[src/rtl/dsp_mem_pkg.sv]
// Shared types and defaults for the DSP memory bank write/read controllers.
// MEM_WIDTH / BANK_DEPTH macros set the default sample width and bank depth.
`ifndef MEM_WIDTH
`define MEM_WIDTH 8
`endif
`ifndef BANK_DEPTH
`define BANK_DEPTH 16
`endif

package dsp_mem_pkg;

    localparam int MEM_WIDTH  = `MEM_WIDTH;
    localparam int BANK_DEPTH = `BANK_DEPTH;

    typedef enum logic [2:0] {
        IDLE    = 3'd0,
        ARMED   = 3'd1,
        CAPTURE = 3'd2,
        FLUSH   = 3'd3,
        DONE    = 3'd4
    } dsp_mem_wstate_e;

    function automatic int dsp_mem_total_depth(input int num_banks, input int bank_depth = BANK_DEPTH);
        return num_banks * bank_depth;
    endfunction

endpackage

[src/rtl/dsp_mem_wctrl_trig_edge.sv]
// Single-flop rising-edge detector on the write clock; shared with the read-side controller.
module dsp_trig_edge (
    input  logic i_clk,
    input  logic i_rst,
    input  logic i_sig,
    output logic o_rise
);

    logic sig_d;
    logic sig_q;

    // next value of the history flop
    always_comb begin
        sig_d = i_sig;
    end

    // history flop, cleared by the asynchronous reset
    always_ff @(posedge i_clk or posedge i_rst) begin
        if (i_rst) begin
            sig_q <= 1'b0;
        end else begin
            sig_q <= sig_d;
        end
    end

    assign o_rise = i_sig & ~sig_q;

endmodule

[src/rtl/dsp_mem_wctrl.sv]
// Write-side capture controller feeding a chain of DSP memory banks.
// Optional pre-trigger ring mode is enabled by defining DSP_MEM_WCTRL_PRETRIG_EN.
module dsp_mem_wctrl
    import dsp_mem_pkg::*;
#(
    parameter  int MemWidth   = MEM_WIDTH,
    parameter  int BankDepth  = BANK_DEPTH,
    parameter  int NumBanks   = 4,
    parameter  int PostDepth  = 16,
    localparam int TotalDepth = dsp_mem_total_depth(NumBanks, BankDepth),
    localparam int CntWidth   = $clog2(TotalDepth + 1)
) (
    input  logic                i_wclk,
    input  logic                rst_sync_write,
    input  logic                i_arm,
    input  logic                i_trig,
    input  logic [MemWidth-1:0] i_dat,
    output logic [MemWidth-1:0] o_dat_bank_mem,
    output logic                o_cfg_mode_wshift,
    output logic                o_busy,
    output logic                o_done,
    output logic [CntWidth-1:0] o_cnt
);

`ifdef DSP_MEM_WCTRL_PRETRIG_EN
    localparam bit PretrigEn = 1'b1;
`else
    localparam bit PretrigEn = 1'b0;
`endif

    if (PretrigEn && (PostDepth < 1 || PostDepth > TotalDepth)) begin : g_postdepth_chk
        $error("dsp_mem_wctrl: PostDepth must lie in 1..TotalDepth");
    end

    localparam logic [CntWidth-1:0] CntLast  = CntWidth'(TotalDepth - 1);
    localparam logic [CntWidth-1:0] CntFull  = CntWidth'(TotalDepth);
    localparam logic [CntWidth-1:0] CntStart = PretrigEn ? CntWidth'(TotalDepth - PostDepth)
                                                         : {CntWidth{1'b0}};

    dsp_mem_wstate_e     state_d, state_q;
    logic [CntWidth-1:0] cnt_d, cnt_q;
    logic [MemWidth-1:0] dat_d, dat_q;
    logic                wshift_d, wshift_q;
    logic                busy_d, busy_q;
    logic                done_d, done_q;
    logic                trig_rise;

    dsp_trig_edge u_trig_edge (
        .i_clk  (i_wclk),
        .i_rst  (rst_sync_write),
        .i_sig  (i_trig),
        .o_rise (trig_rise)
    );

    // capture FSM; wshift is computed one cycle ahead because the banks register the mode
    always_comb begin
        state_d  = state_q;
        cnt_d    = cnt_q;
        wshift_d = 1'b0;
        done_d   = 1'b0;
        dat_d    = i_dat;
        case (state_q)
            IDLE: begin
                cnt_d = {CntWidth{1'b0}};
                if (i_arm) begin
                    state_d  = ARMED;
                    wshift_d = PretrigEn;
                end else begin
                    state_d = IDLE;
                end
            end
            ARMED: begin
                if (!i_arm) begin
                    state_d = IDLE;
                end else if (trig_rise) begin
                    state_d  = CAPTURE;
                    cnt_d    = CntStart;
                    wshift_d = 1'b1;
                end else begin
                    wshift_d = PretrigEn;
                end
            end
            CAPTURE: begin
                if (!i_arm) begin
                    state_d = IDLE;
                    cnt_d   = {CntWidth{1'b0}};
                end else if (cnt_q == CntLast) begin
                    state_d = FLUSH;
                    cnt_d   = CntFull;
                end else begin
                    cnt_d    = cnt_q + {{(CntWidth-1){1'b0}}, 1'b1};
                    wshift_d = 1'b1;
                end
            end
            FLUSH: begin
                // the banks still perform their last shift during this cycle
                state_d = DONE;
                done_d  = 1'b1;
            end
            DONE: begin
                if (!i_arm) begin
                    state_d = IDLE;
                    cnt_d   = {CntWidth{1'b0}};
                end else begin
                    done_d = 1'b1;
                end
            end
            default: begin
                state_d = IDLE;
                cnt_d   = {CntWidth{1'b0}};
            end
        endcase
        busy_d = (state_d == ARMED) || (state_d == CAPTURE) || (state_d == FLUSH);
    end

    // state and registered outputs
    always_ff @(posedge i_wclk or posedge rst_sync_write) begin
        if (rst_sync_write) begin
            state_q  <= IDLE;
            cnt_q    <= {CntWidth{1'b0}};
            dat_q    <= {MemWidth{1'b0}};
            wshift_q <= 1'b0;
            busy_q   <= 1'b0;
            done_q   <= 1'b0;
        end else begin
            state_q  <= state_d;
            cnt_q    <= cnt_d;
            dat_q    <= dat_d;
            wshift_q <= wshift_d;
            busy_q   <= busy_d;
            done_q   <= done_d;
        end
    end

    assign o_dat_bank_mem    = dat_q;
    assign o_cfg_mode_wshift = wshift_q;
    assign o_busy            = busy_q;
    assign o_done            = done_q;
    assign o_cnt             = cnt_q;

endmodule
[config.mk]
export PLATFORM = sky130hd
export DESIGN_NAME = dsp_mem_wctrl
export DESIGN_NICKNAME = d
export VERILOG_FILES = /design/src/rtl/dsp_mem_pkg.sv /design/src/rtl/dsp_mem_wctrl_trig_edge.sv /design/src/rtl/dsp_mem_wctrl.sv
export SDC_FILE = /design/constraint.sdc
export NUM_CORES = 1
export LEC_CHECK = 0
export CORE_UTILIZATION = 35
export DETAILED_ROUTE_END_ITERATION = 6
export SLEW_MARGIN = 25
export SYNTH_ARGS = -nofsm -noshare
export SYNTH_HDL_FRONTEND = slang
export SYNTH_SLANG_ARGS = --single-unit
export TNS_END_PERCENT = 5
[constraint.sdc]
create_clock -name i_wclk -period 3.5 [get_ports i_wclk]
set_input_delay 0.7 -clock i_wclk [delete_from_list [all_inputs] [get_ports i_wclk]]
set_output_delay 0.7 -clock i_wclk [all_outputs]
set_load 0.01 [all_outputs]
# Word level (Yosys, flattened, before mapping)
# Index checks and enable logic that the tools add are counted.
[word_totals] ff_bits=22
[classes] add_sub_neg=1 n_eq_ne=11 muxes=20 bitwise=3 n_reduce_logical=4
[ops] operator="7-bit 2-to-1 mux" count=5
[ops] operator="7-bit one-hot mux with 4 select lines" count=1
[ops] operator="3-bit 2-to-1 mux" count=5
[ops] operator="3-bit one-hot mux with 5 select lines" count=1
[ops] operator="3-bit by 2-bit equality test with 1-bit output, second input constant" count=4
[ops] operator="7-bit by 1-bit adder with 7-bit output, second input constant" count=1
[ops] operator="7-bit by 6-bit equality test with 1-bit output, second input constant" count=1
[ops] operator="3-bit by 1-bit equality test with 1-bit output, second input constant" count=2
[ops] operator="1-bit 2-to-1 mux" count=6
[ops] operator="2-bit inequality test, second input constant" count=3
[ops] operator="1-bit one-hot mux with 2 select lines" count=2
[ops] operator="4-bit AND reduction" count=1
[ops] operator="3-bit equality test, second input constant" count=1
[ops] operator="3-bit logical NOT" count=1
[ops] operator="1-bit logical OR" count=2
[ops] operator="1-bit inverter" count=2
[ops] operator="1-bit bitwise AND" count=1

# Depth between registers and ports, before layout
# Gate-level depths: netlist of the first run.
[depth] depth_word=8 mapped_depth=4

# Hierarchy
# From an unflattened synthesis of the first run, not the netlist that was laid out.
[unflattened] cells_unflattened=75 hier_area_um2=947.2
[by_module_without_submodules] mod="dsp_mem_wctrl" instances=1 cells_each=72 area_each_um2=904.6 seq_area_each_um2=525.5
[by_module_without_submodules] mod="dsp_trig_edge" instances=1 cells_each=3 area_each_um2=42.5 seq_area_each_um2=25.0

# Worst setup path before layout of the first run
# Ideal clock, no wire load.
[synth_timing] path_type="input -> register" from="in i_arm" to="reg cnt_q[5] (netlist: o_cnt[5])" arrival_ns=1.305 slack_ns=2.114 stages=4 cell_sequence="and4bb_1 o21ai_4 a21oi_1 o22ai_2"
[synth_via] elab_chain_cells=2 elab_cells_between_ends=5
[synth_rtl] element="from (decl)" line="dsp_mem_wctrl.sv:15" text="input logic i_arm,"
[synth_rtl] element="7-bit 2-to-1 mux / 2-bit inequality test (equally long branches)"
[synth_rtl] element="7-bit one-hot mux with 4 select lines / 4-bit AND reduction (equally long branches)"
[synth_rtl] element="to (signal assigned)" line="dsp_mem_wctrl.sv:120" text="cnt_q <= {CntWidth{1'b0}};"
[synth_rtl] element="to (signal assigned)" line="dsp_mem_wctrl.sv:127" text="cnt_q <= cnt_d;"
[synth_rtl] element="to (decl)" line="dsp_mem_wctrl.sv:41" text="logic [CntWidth-1:0] cnt_d, cnt_q;"
# Several ways; a longest one is shown, not always the timed one.
# A chain may end at the register's enable or synchronous reset.

# Worst setup path in the final report of the first run
[layout_timing] from="reg cnt_q[0] (netlist: o_cnt[0])" to="out o_cnt[0]"
[layout_lines] element="to (decl)" line="dsp_mem_wctrl.sv:22" text="output logic [CntWidth-1:0] o_cnt"
# No word-level cell between the ends.

==> flow_summary.json, run 1 <==
{
  "netlist.top_cell.by_area": "dfrtp_1",
  "synthMostInstantiatedCell": "dfrtp_1",
  "fin_cells": 134,
  "htree_num_levels": 1,
  "path_max_fanout": 6,
  "p_clk_share_pct": 25.3,
  "yosys-top-cells-area": "dfrtp_1 (63%), a21oi_1 (3.4%), nand3_1 (3.4%)",
  "critPathTopFamily": "buffers and inverters",
  "cts-buffers-inserted": 3,
  "crit_path_cell_trace": "clkdlybuf4s50_1",
  "first_iter_violations": 19,
  "final.fill_count": 206,
  "worst_hold_path_type": "reg2reg",
  "drt-vias-per-instance": 4.93,
  "clk_latency_ns": 0.29,
  "detail_route.first_pass.iterations": 4,
  "clock_skew_ns": 0.00642,
  "grt_use_total_pct": 14.2,
  "ff2ff_path_depth": 4,
  "routed_wire_length_per_instance_um": 12.8,
  "dr_total_vias": 660,
  "slew_headroom_pct": 47.0,
  "place_congestion": 0.819,
  "vdd.ir_drop.worst_v": 0.000159,
  "area_delta_synth_final_pct": 39.5,
  "total_switching_power_w": 0.0000968,
  "clockBufferDepth": 2,
  "ys_seq_area_share_pct": 62.5,
  "ys_ff_latch": 22,
  "layout.area.seq_sq_um": 551,
  "synth_enable_flop_cells": 0,
  "share_of_async_settable_or_async_resettable_flops_after_synthesis_pct": 100,
  "antenna_found_initial": 0,
  "share_of_power_burned_in_registers_pct": 62.5,
  "crit_path_launch_type": "flop",
  "grt_max_degree": 23,
  "cts_sinks": 22,
  "power.switching_fraction_pct": 22.5,
  "hpwl_um": 1250,
  "core.rowCount": 17,
  "layout-drive-gt1-share_pct": 7.55,
  "floorplan.core_area_sq_um": 2300,
  "clock.fmax_mhz": 490,
  "post_synth_cell_types": 24,
  "synth-warning-count": 0,
  "route.final.wire_length_um": 1710,
  "static_leakage_nw": 0.509,
  "placed_cells": 131,
  "period_share_pct": 58.3,
  "hold_path_depth": 1,
  "worst_setup_path_end_kind": "output port",
  "critical_path.n_buffers_inverters": 1,
  "grt_pass1_vias": 607,
  "finalCriticalPeriod_ns": 2.04,
  "ctsRootBufferMaster": "clkbuf_4",
  "worst-r2r-setup-slack_ns": 2.12,
  "multi_input_area_sq_um": 319,
  "post_cts_sizing": 0,
  "max_slew.worst_pin.slew_ns": 0.794,
  "diodes": 0,
  "global_route.overflow_total": 0,
  "floorplan.die.height_um": 52.2,
  "total_setup_violations_reported_at_the_end_of_the_flow": 0,
  "drv.max_cap_violation_count": 0,
  "initial_core_util_pct": 38.3,
  "tritoncts": "built",
  "detail-route-antenna-nets": 0,
  "ios": 30,
  "synthCells": 74,
  "critical-path-max-stage-delay_ns": 0.58,
  "internal_power_w": 0.000334,
  "synth.net_count": 87,
  "netlist_top_cells_count": "dfrtp_1 (22), nand2_1 (7), a21oi_1 (6), nand3_1 (6)",
  "fp.dieArea_sq_um": 2720,
  "power.density_nw_per_um2": 351,
  "timing.critical_path.depth": 1,
  "design.final.nets": 121,
  "ws_path_type": "reg2out",
  "share_comb_of_total_power_pct": 12.2,
  "path_clk_slew_ns": 0.11,
  "final_hold_fails": 0,
  "report.final.slew_viol_count": 0,
  "synth_top_area_share_pct": 62.5,
  "timing.setup.tns_ns": 0,
  "grt_first_pass_wirelength_um": 2820,
  "run_status": "complete, no violations",
  "crit_slowest_cell": "clkdlybuf4s50_1",
  "required_ns": 2.80,
  "critical_path_arrival_ns": 1.34,
  "post_synth_instance_area_sq_um": 881,
  "hold_buffers": 0,
  "chipWidth_um": 52.2,
  "numPortBuffers": 29,
  "synth.avg_cell_area_sq_um": 11.9,
  "rsz0062_at_grt": "false",
  "remaining_drc_errors": 0,
  "post-cts-setup-buffer-count": 0,
  "postSynth.topFlopCell": "dfrtp_1"
}
[per-layer routing]
layer / wire length, um / global-route usage (%) / part of all wire, % / up-vias
li1: - / - / - / 327
met1: 866 / 20.4 / 51 / 304
met2: 702 / 20.5 / 41 / 27
met3: 129 / 3.22 / 7.5 / 2
met4: 13 / 5.70 / 0.76 / 0
met5: 0 / 0 / 0 / -
[layout by cell type, fill, tap and decap left out]
master / n
a41oi_2: 1
nand4bb_1: 1
ha_1: 1
inv_1: 3
o21ba_2: 1
dfrtp_1: 22
nand4_1: 1
nand4bb_2: 1
o21ai_4: 1
o21ai_1: 3
nand2b_1: 4
and4bb_1: 1
nand2_1: 7
or3_1: 1
and3_1: 1
o22ai_2: 1
clkbuf_4: 3
a22o_1: 1
o21ai_0: 4
a21oi_1: 6
xor2_1: 1
nor2_1: 4
nand3b_1: 1
nand3_1: 6
clkdlybuf4s50_1: 29
nor2b_1: 1
[logic make-up (layout without fill, tap and decap cells)]
family | after synthesis | count (layout) | share of synthesized area [%]
AO/OA/AOI/OAI | 18 | 18 | 14.6
buffers and inverters | 3 | 35 | 1.28
flip-flops | 22 | 22 | 62.5
XOR/XNOR | 1 | 1 | 0.994
AND/OR/NAND/NOR | 29 | 29 | 19.2
adder cells (fa/ha/maj) | 1 | 1 | 1.42
[registers in the layout, summed over array words and instances (netlist names)]
register	count
o_cnt	7
o_busy	1
o_dat_bank_mem	8
u_trig_edge.sig_q	1
o_done	1
state_q	3
o_cfg_mode_wshift	1
[metrics by stage]
| stage | total power (W) | util [%] | worst slack, ns | hold WS [ns] | area [sq um] |
|---|---|---|---|---|---|
| 3_3_place_gp | 0.000328 | 52.5 | 1.50 | 0.531 | 1210 |
| 4_1_cts | 0.000441 | 53.5 | 1.43 | 0.556 | 1230 |
| 3_5_place_dp | 0.000328 | 52.5 | 1.51 | 0.536 | 1210 |
| 5_1_grt | 0.000457 | 53.5 | 1.38 | 0.597 | 1230 |
| 6_report | 0.000431 | 53.5 | 1.46 | 0.548 | 1230 |
| 2_1_floorplan | 0.000297 | - | 2.11 | 0.491 | 881 |
[power groups by stage]
stage	combinational, W	sequential [W]	clock, W
final	0.0000526	0.000269	0.000109
after global routing	0.0000584	0.000271	0.000128
after CTS	0.0000540	0.000269	0.000117
after detailed placement	0.0000537	0.000274	0
after global placement	0.0000533	0.000274	0
after floorplan	0.0000195	0.000277	0
[worst paths after layout]
kind,endpoint,start
max reg2reg,o_cnt[6]$_DFFE_PP0P_,o_cnt[0]$_DFFE_PP0P_
min,state_q[2]$_DFF_PP0_,state_q[2]$_DFF_PP0_
min reg2reg,state_q[2]$_DFF_PP0_,state_q[2]$_DFF_PP0_
min in group asynchronous,o_cnt[6]$_DFFE_PP0P_,rst_sync_write
max,o_cnt[0],o_cnt[0]$_DFFE_PP0P_
max in group asynchronous,o_busy$_DFF_PP0_,rst_sync_write
[layout make-up]
| class | count | area share [%] |
|---|---|---|
| well taps | 28 | 2.85 |
| inverters | 3 | 0.916 |
| clock buffers | 3 | 1.83 |
| multi-input cells | 49 | 26.0 |
| flip-flops and latches | 22 | 44.8 |
| repair buffers | 29 | 23.6 |
(Power assumes the default switching activity.)
==> inputs of run 2 (changes only) <==
--- a/config.mk
+++ b/config.mk
@@ -7,6 +7,7 @@
 export LEC_CHECK = 0
 export CORE_UTILIZATION = 35
 export DETAILED_ROUTE_END_ITERATION = 6
+export PLACE_DENSITY = 0.67
 export SLEW_MARGIN = 25
 export SYNTH_ARGS = -nofsm -noshare
 export SYNTH_HDL_FRONTEND = slang
==> constraint.sdc (replaced) <==
create_clock -name i_wclk -period 1.8 [get_ports i_wclk]
set_input_delay 0.36 -clock i_wclk [delete_from_list [all_inputs] [get_ports i_wclk]]
set_output_delay 0.36 -clock i_wclk [all_outputs]
set_load 0.01 [all_outputs]
==> flow_summary.json, run 2 (synthesized netlist as in run 1, its figures left out) <==
{
  "critical_path_arrival_ns": 1.32,
  "hpwl_um": 1280,
  "largest_reg_flops": 8,
  "end_point_of_the_critical_path": "o_cnt[0]",
  "critPathTopFamily": "buffers and inverters",
  "ff2ff_path_depth": 4,
  "first_iter_violations": 22,
  "dr_total_vias": 706,
  "required_ns": 1.44,
  "remaining_drc_errors": 0,
  "clk_latency_ns": 0.30,
  "worst-r2r-setup-slack_ns": 0.44,
  "final_hold_fails": 0,
  "routed_wire_length_per_instance_um": 13.1,
  "path_clk_slew_ns": 0.12,
  "placed_cells": 133,
  "drv.max_cap_violation_count": 0,
  "slew_headroom_pct": 79.4,
  "drt-vias-per-instance": 5.15,
  "max_slew.worst_pin.slew_ns": 0.308,
  "floorplan.die.height_um": 52.2,
  "rr_startpoint": "state_q[0]$_DFF_PP0_",
  "fin_cells": 137,
  "critical-path-max-stage-delay_ns": 0.57,
  "layout-drive-gt1-share_pct": 10.1,
  "ws_path_type": "reg2out",
  "finalCriticalPeriod_ns": 1.68,
  "total_setup_violations_reported_at_the_end_of_the_flow": 0,
  "ios": 30,
  "postLayoutSetupSlackWorst_ns": 0.115,
  "post-place-ws_ns": 0.124,
  "grt_use_total_pct": 15.8,
  "chipWidth_um": 52.2,
  "place_congestion": 0.725,
  "clock_skew_ns": 0.00453,
  "layout_common_cells": "clkdlybuf4s50_1 (29), dfrtp_1 (22), nand2_1 (7)",
  "p_clk_share_pct": 29.5,
  "rsz0062_at_grt": "false",
  "grt_max_degree": 23,
  "cts-buffers-inserted": 3,
  "numPortBuffers": 29,
  "share_comb_of_total_power_pct": 11.9,
  "clock.fmax_mhz": 594,
  "hold_buffers": 0,
  "route.final.wire_length_um": 1790,
  "design.final.nets": 123,
  "grt_first_pass_wirelength_um": 3100,
  "layout.area.seq_sq_um": 551,
  "fp.dieArea_sq_um": 2720,
  "post-cts-setup-buffer-count": 0,
  "htree_num_levels": 1,
  "core.rowCount": 17,
  "tritoncts": "built",
  "total_switching_power_w": 0.000196,
  "power.density_nw_per_um2": 711,
  "share_of_power_burned_in_registers_pct": 58.6,
  "crit_path_start": "o_cnt[0]$_DFFE_PP0P_",
  "worst_hold_slack_ns": 0.383,
  "internal_power_w": 0.000698,
  "report.final.slew_viol_count": 0,
  "antenna_found_initial": 0,
  "final.fill_count": 218,
  "run_status": "complete, no violations",
  "post_cts_sizing": 0,
  "crit_slowest_cell": "clkdlybuf4s50_1",
  "detail-route-antenna-nets": 0,
  "period_share_pct": 93.6,
  "static_leakage_nw": 0.526,
  "timing.setup.tns_ns": 0,
  "grt_pass1_vias": 675,
  "path_max_fanout": 6,
  "power_w": 0.000894,
  "timing.critical_path.depth": 1,
  "global_route.overflow_total": 0,
  "area_delta_synth_final_pct": 42.8,
  "vdd.ir_drop.worst_v": 0.000349,
  "worst_r2r_endpoint": "o_cnt[5]$_DFFE_PP0P_",
  "initial_core_util_pct": 38.3,
  "cts_sinks": 22,
  "worst_setup_path_end_kind": "output port",
  "diodes": 0,
  "detail_route.first_pass.iterations": 4,
  "worst_hold_path_type": "in2async",
  "floorplan.core_area_sq_um": 2300,
  "crit_path_launch_type": "flop",
  "ctsRootBufferMaster": "clkbuf_4",
  "clockBufferDepth": 2,
  "power.switching_fraction_pct": 22.0,
  "crit_path_cell_trace": "clkdlybuf4s50_1",
  "critical_path.n_buffers_inverters": 1,
  "multi_input_area_sq_um": 319,
  "mostFrequentLayoutCell": "clkdlybuf4s50_1"
}
run 2: changes by cell type in the layout (fill, tap and decap cells not counted), sizes merged:
cell    change
clkbuf      +1
buf         +2
run 2: cell type report:
type	instances	share of cell area, %
clock buffers	4	2.89
inverters	3	0.896
multi-input cells	49	25.4
flip-flops and latches	22	43.8
well taps	28	2.79
repair buffers	31	24.3
run 2: how the worst min path moves through the flow:
stage | endpoint
after floorplan | o_busy$_DFF_PP0_
after detailed placement | o_cnt[2]$_DFFE_PP0P_
after global routing | o_dat_bank_mem[7]$_DFF_PP0_
final | o_cnt[6]$_DFFE_PP0P_
after global placement | state_q[2]$_DFF_PP0_
after CTS | o_dat_bank_mem[5]$_DFF_PP0_
run 2: metrics by stage:
stage / utilization (%) / area (sq um)
floorplan: - / 881
global placement: 53.2 / 1220
detailed placement: 53.2 / 1220
CTS: 54.7 / 1260
global route: 54.7 / 1260
finish: 54.7 / 1260
run 2: routing by layer:
| metal | vias to the layer above | part of all wire [%] | global-route usage (%) |
|---|---|---|---|
| li1 | 331 | - | - |
| met1 | 340 | 45 | 20.3 |
| met2 | 33 | 44 | 25.0 |
| met3 | 2 | 9.5 | 4.39 |
| met4 | 0 | 0.89 | 6.58 |
| met5 | - | 0 | 0 |
run 2: worst reg2reg max path, delay by kind of cell, from the launching register on:
family / cells / cell delay, ns
AO/OA/AOI/OAI: 3 / 0.49
flip-flops: 1 / 0.47
AND/OR/NAND/NOR: 1 / 0.34
run 2: power by group through the flow:
stage / Clock [W] / Combinational [W] / Sequential [W]
final: 0.000264 / 0.000107 / 0.000524
after global routing: 0.000302 / 0.000118 / 0.000526
after CTS: 0.000282 / 0.000109 / 0.000524
after global placement: 0 / 0.000107 / 0.000533
after detailed placement: 0 / 0.000108 / 0.000534
after floorplan: 0 / 0.0000378 / 0.000539
==> inputs of run 3 (changes only) <==
--- a/config.mk
+++ b/config.mk
@@ -7,8 +7,8 @@
 export LEC_CHECK = 0
 export CORE_UTILIZATION = 35
 export DETAILED_ROUTE_END_ITERATION = 6
-export PLACE_DENSITY = 0.67
-export SLEW_MARGIN = 25
+export DONT_BUFFER_PORTS = 1
+export SLEW_MARGIN = 0
 export SYNTH_ARGS = -nofsm -noshare
 export SYNTH_HDL_FRONTEND = slang
 export SYNTH_SLANG_ARGS = --single-unit
==> flow_summary.json, run 3 (synthesized netlist as in run 1, its figures left out) <==
{
  "worstHoldStart": "i_dat[5]",
  "first_iter_violations": 10,
  "detailed_place.area_sq_um": 923,
  "routing_layer_with_the_top_usage_in_global_route": "met2",
  "diodes": 0,
  "share_of_power_burned_in_registers_pct": 67.3,
  "core.rowCount": 17,
  "ctsRootBufferMaster": "clkbuf_4",
  "met3_usage_pct": 5.26,
  "period_share_pct": 77.7,
  "total_switching_power_w": 0.000181,
  "ws_path_type": "reg2reg",
  "hold_path_depth": 0,
  "crit_path_launch_type": "flop",
  "grt_pass1_vias": 567,
  "clk_latency_ns": 0.29,
  "postLayoutSetupSlackWorst_ns": 0.402,
  "required_ns": 2.03,
  "report.final.slew_viol_count": 0,
  "detail-route-antenna-nets": 0,
  "grt_max_degree": 19,
  "worst-r2r-setup-slack_ns": 0.40,
  "remaining_drc_errors": 0,
  "chipWidth_um": 52.2,
  "worst_r2r_endpoint": "o_cnt[6]$_DFFE_PP0P_",
  "post_cts_sizing": 0,
  "fp.dieArea_sq_um": 2720,
  "floorplan.core_area_sq_um": 2300,
  "largest_reg_flops": 8,
  "layout-drive-gt1-share_pct": 11.4,
  "ff2ff_path_depth": 4,
  "grt_first_pass_wirelength_um": 2500,
  "rsz0062_at_grt": "false",
  "floorplan.die.height_um": 52.2,
  "critical-path-max-stage-delay_ns": 0.51,
  "clockBufferDepth": 2,
  "cts_sinks": 22,
  "mostFrequentLayoutCell": "dfrtp_1",
  "placed_cells": 103,
  "run_status": "complete, no violations",
  "drv.max_cap_violation_count": 0,
  "worst_hold_path_type": "in2reg",
  "cts-buffers-inserted": 3,
  "global_route.overflow_total": 0,
  "routed_wire_length_per_instance_um": 14.1,
  "max_slew.worst_pin.slew_ns": 0.276,
  "hold_buffers": 1,
  "post-cts-setup-buffer-count": 0,
  "worst_setup_path_end_kind": "flop",
  "worst_hold_slack_ns": 0.0795,
  "p_clk_share_pct": 26.6,
  "worstHoldEndpoint": "o_dat_bank_mem[5]$_DFF_PP0_",
  "path_clk_slew_ns": 0.11,
  "final_hold_fails": 0,
  "power.switching_fraction_pct": 22.8,
  "area_delta_synth_final_pct": 8.52,
  "ios": 30,
  "path_max_fanout": 6,
  "initial_core_util_pct": 38.3,
  "total_setup_violations_reported_at_the_end_of_the_flow": 0,
  "slew_headroom_pct": 81.6,
  "hpwl_um": 1150,
  "clock.fmax_mhz": 715,
  "route.final.wire_length_um": 1510,
  "htree_num_levels": 1,
  "numPortBuffers": 0,
  "dr_total_vias": 574,
  "static_leakage_nw": 0.409,
  "internal_power_w": 0.000610,
  "crit_slowest_cell": "dfrtp_1",
  "critical_path_arrival_ns": 1.63,
  "tritoncts": "built",
  "share_comb_of_total_power_pct": 6.1,
  "vdd.ir_drop.worst_v": 0.000445,
  "layout.cell_area.non_filler_sq_um": 956,
  "drt-vias-per-instance": 5.36,
  "detail_route.first_pass.iterations": 4,
  "antenna_found_initial": 0,
  "design.final.nets": 94,
  "gr-usage-met1_pct": 16.2,
  "layout_common_cells": "dfrtp_1 (22), nand2_1 (7), nand3_1 (6), a21oi_1 (6)",
  "place_congestion": 0.810,
  "rr_startpoint": "o_cnt[0]$_DFFE_PP0P_",
  "finalCriticalPeriod_ns": 1.40,
  "crit_path_cell_trace": "ha_1 > nand3_1 > or3_1 > o21ai_1",
  "power.density_nw_per_um2": 827,
  "use_met2_pct": 19.0,
  "fin_cells": 107,
  "post-place-ws_ns": 0.421,
  "clock_skew_ns": 0.00472,
  "timing.setup.tns_ns": 0,
  "grt_use_total_pct": 12.9
}
[run 3: cell count changes in the layout (fill, tap and decap cells not counted)]
cell and delta:
clkdlybuf4s50_1 -29, clkbuf_8 -1, dlygate4sd3_1 +1, buf_4 -1
[run 3: final cells by class]
type / count / area [sq um]
inverter: 3 / 11.3
sequential: 22 / 551
clock buffer: 3 / 22.5
tap: 28 / 35.0
timing repair buffer: 2 / 17.5
fill: 219 / 1340
multi-input combinational: 49 / 319
[run 3: critical path: cells and delay by family, from the launching register on]
family / cells / cell delay, ns
adders and majority gates: 1 / 0.32
DFF: 1 / 0.51
AOI/OAI and AO/OA: 1 / 0.08
and+or+nand+nor: 2 / 0.42
[run 3: power by group through the flow]
| stage | Combinational (W) | Clock [W] | Sequential, W |
|---|---|---|---|
| floorplan | 0.0000378 | 0 | 0.000539 |
| global placement | 0.0000469 | 0 | 0.000541 |
| detailed placement | 0.0000478 | 0 | 0.000542 |
| CTS | 0.0000493 | 0.000221 | 0.000533 |
| global route | 0.0000536 | 0.000249 | 0.000536 |
| finish | 0.0000479 | 0.000210 | 0.000532 |
[run 3: routing by layer]
layer  vias to the layer above  wire length (um)
met5                         -                 0
met2                        29               612
met4                         0                13
met3                         2               169
met1                       272               713
li1                        271                 -
[run 3: stage by stage]
step           util (%)  total power (W)
6_report           41.6         0.000791
5_1_grt            41.6         0.000839
4_1_cts            41.6         0.000803
3_5_place_dp       40.2         0.000590
3_3_place_gp       40.2         0.000588
2_1_floorplan         -         0.000577
[run 3: worst max path at each step]
stage	from	to	cells after the start
after detailed placement	o_cnt[0]$_DFFE_PP0P_	o_cnt[6]$_DFFE_PP0P_	4
after global placement	o_cnt[0]$_DFFE_PP0P_	o_cnt[6]$_DFFE_PP0P_	4
final	o_cnt[0]$_DFFE_PP0P_	o_cnt[6]$_DFFE_PP0P_	4
after CTS	o_cnt[0]$_DFFE_PP0P_	o_cnt[6]$_DFFE_PP0P_	4
after floorplan	o_cnt[0]$_DFFE_PP0P_	o_cnt[6]$_DFFE_PP0P_	4
after global routing	o_cnt[0]$_DFFE_PP0P_	o_cnt[4]$_DFFE_PP0P_	4
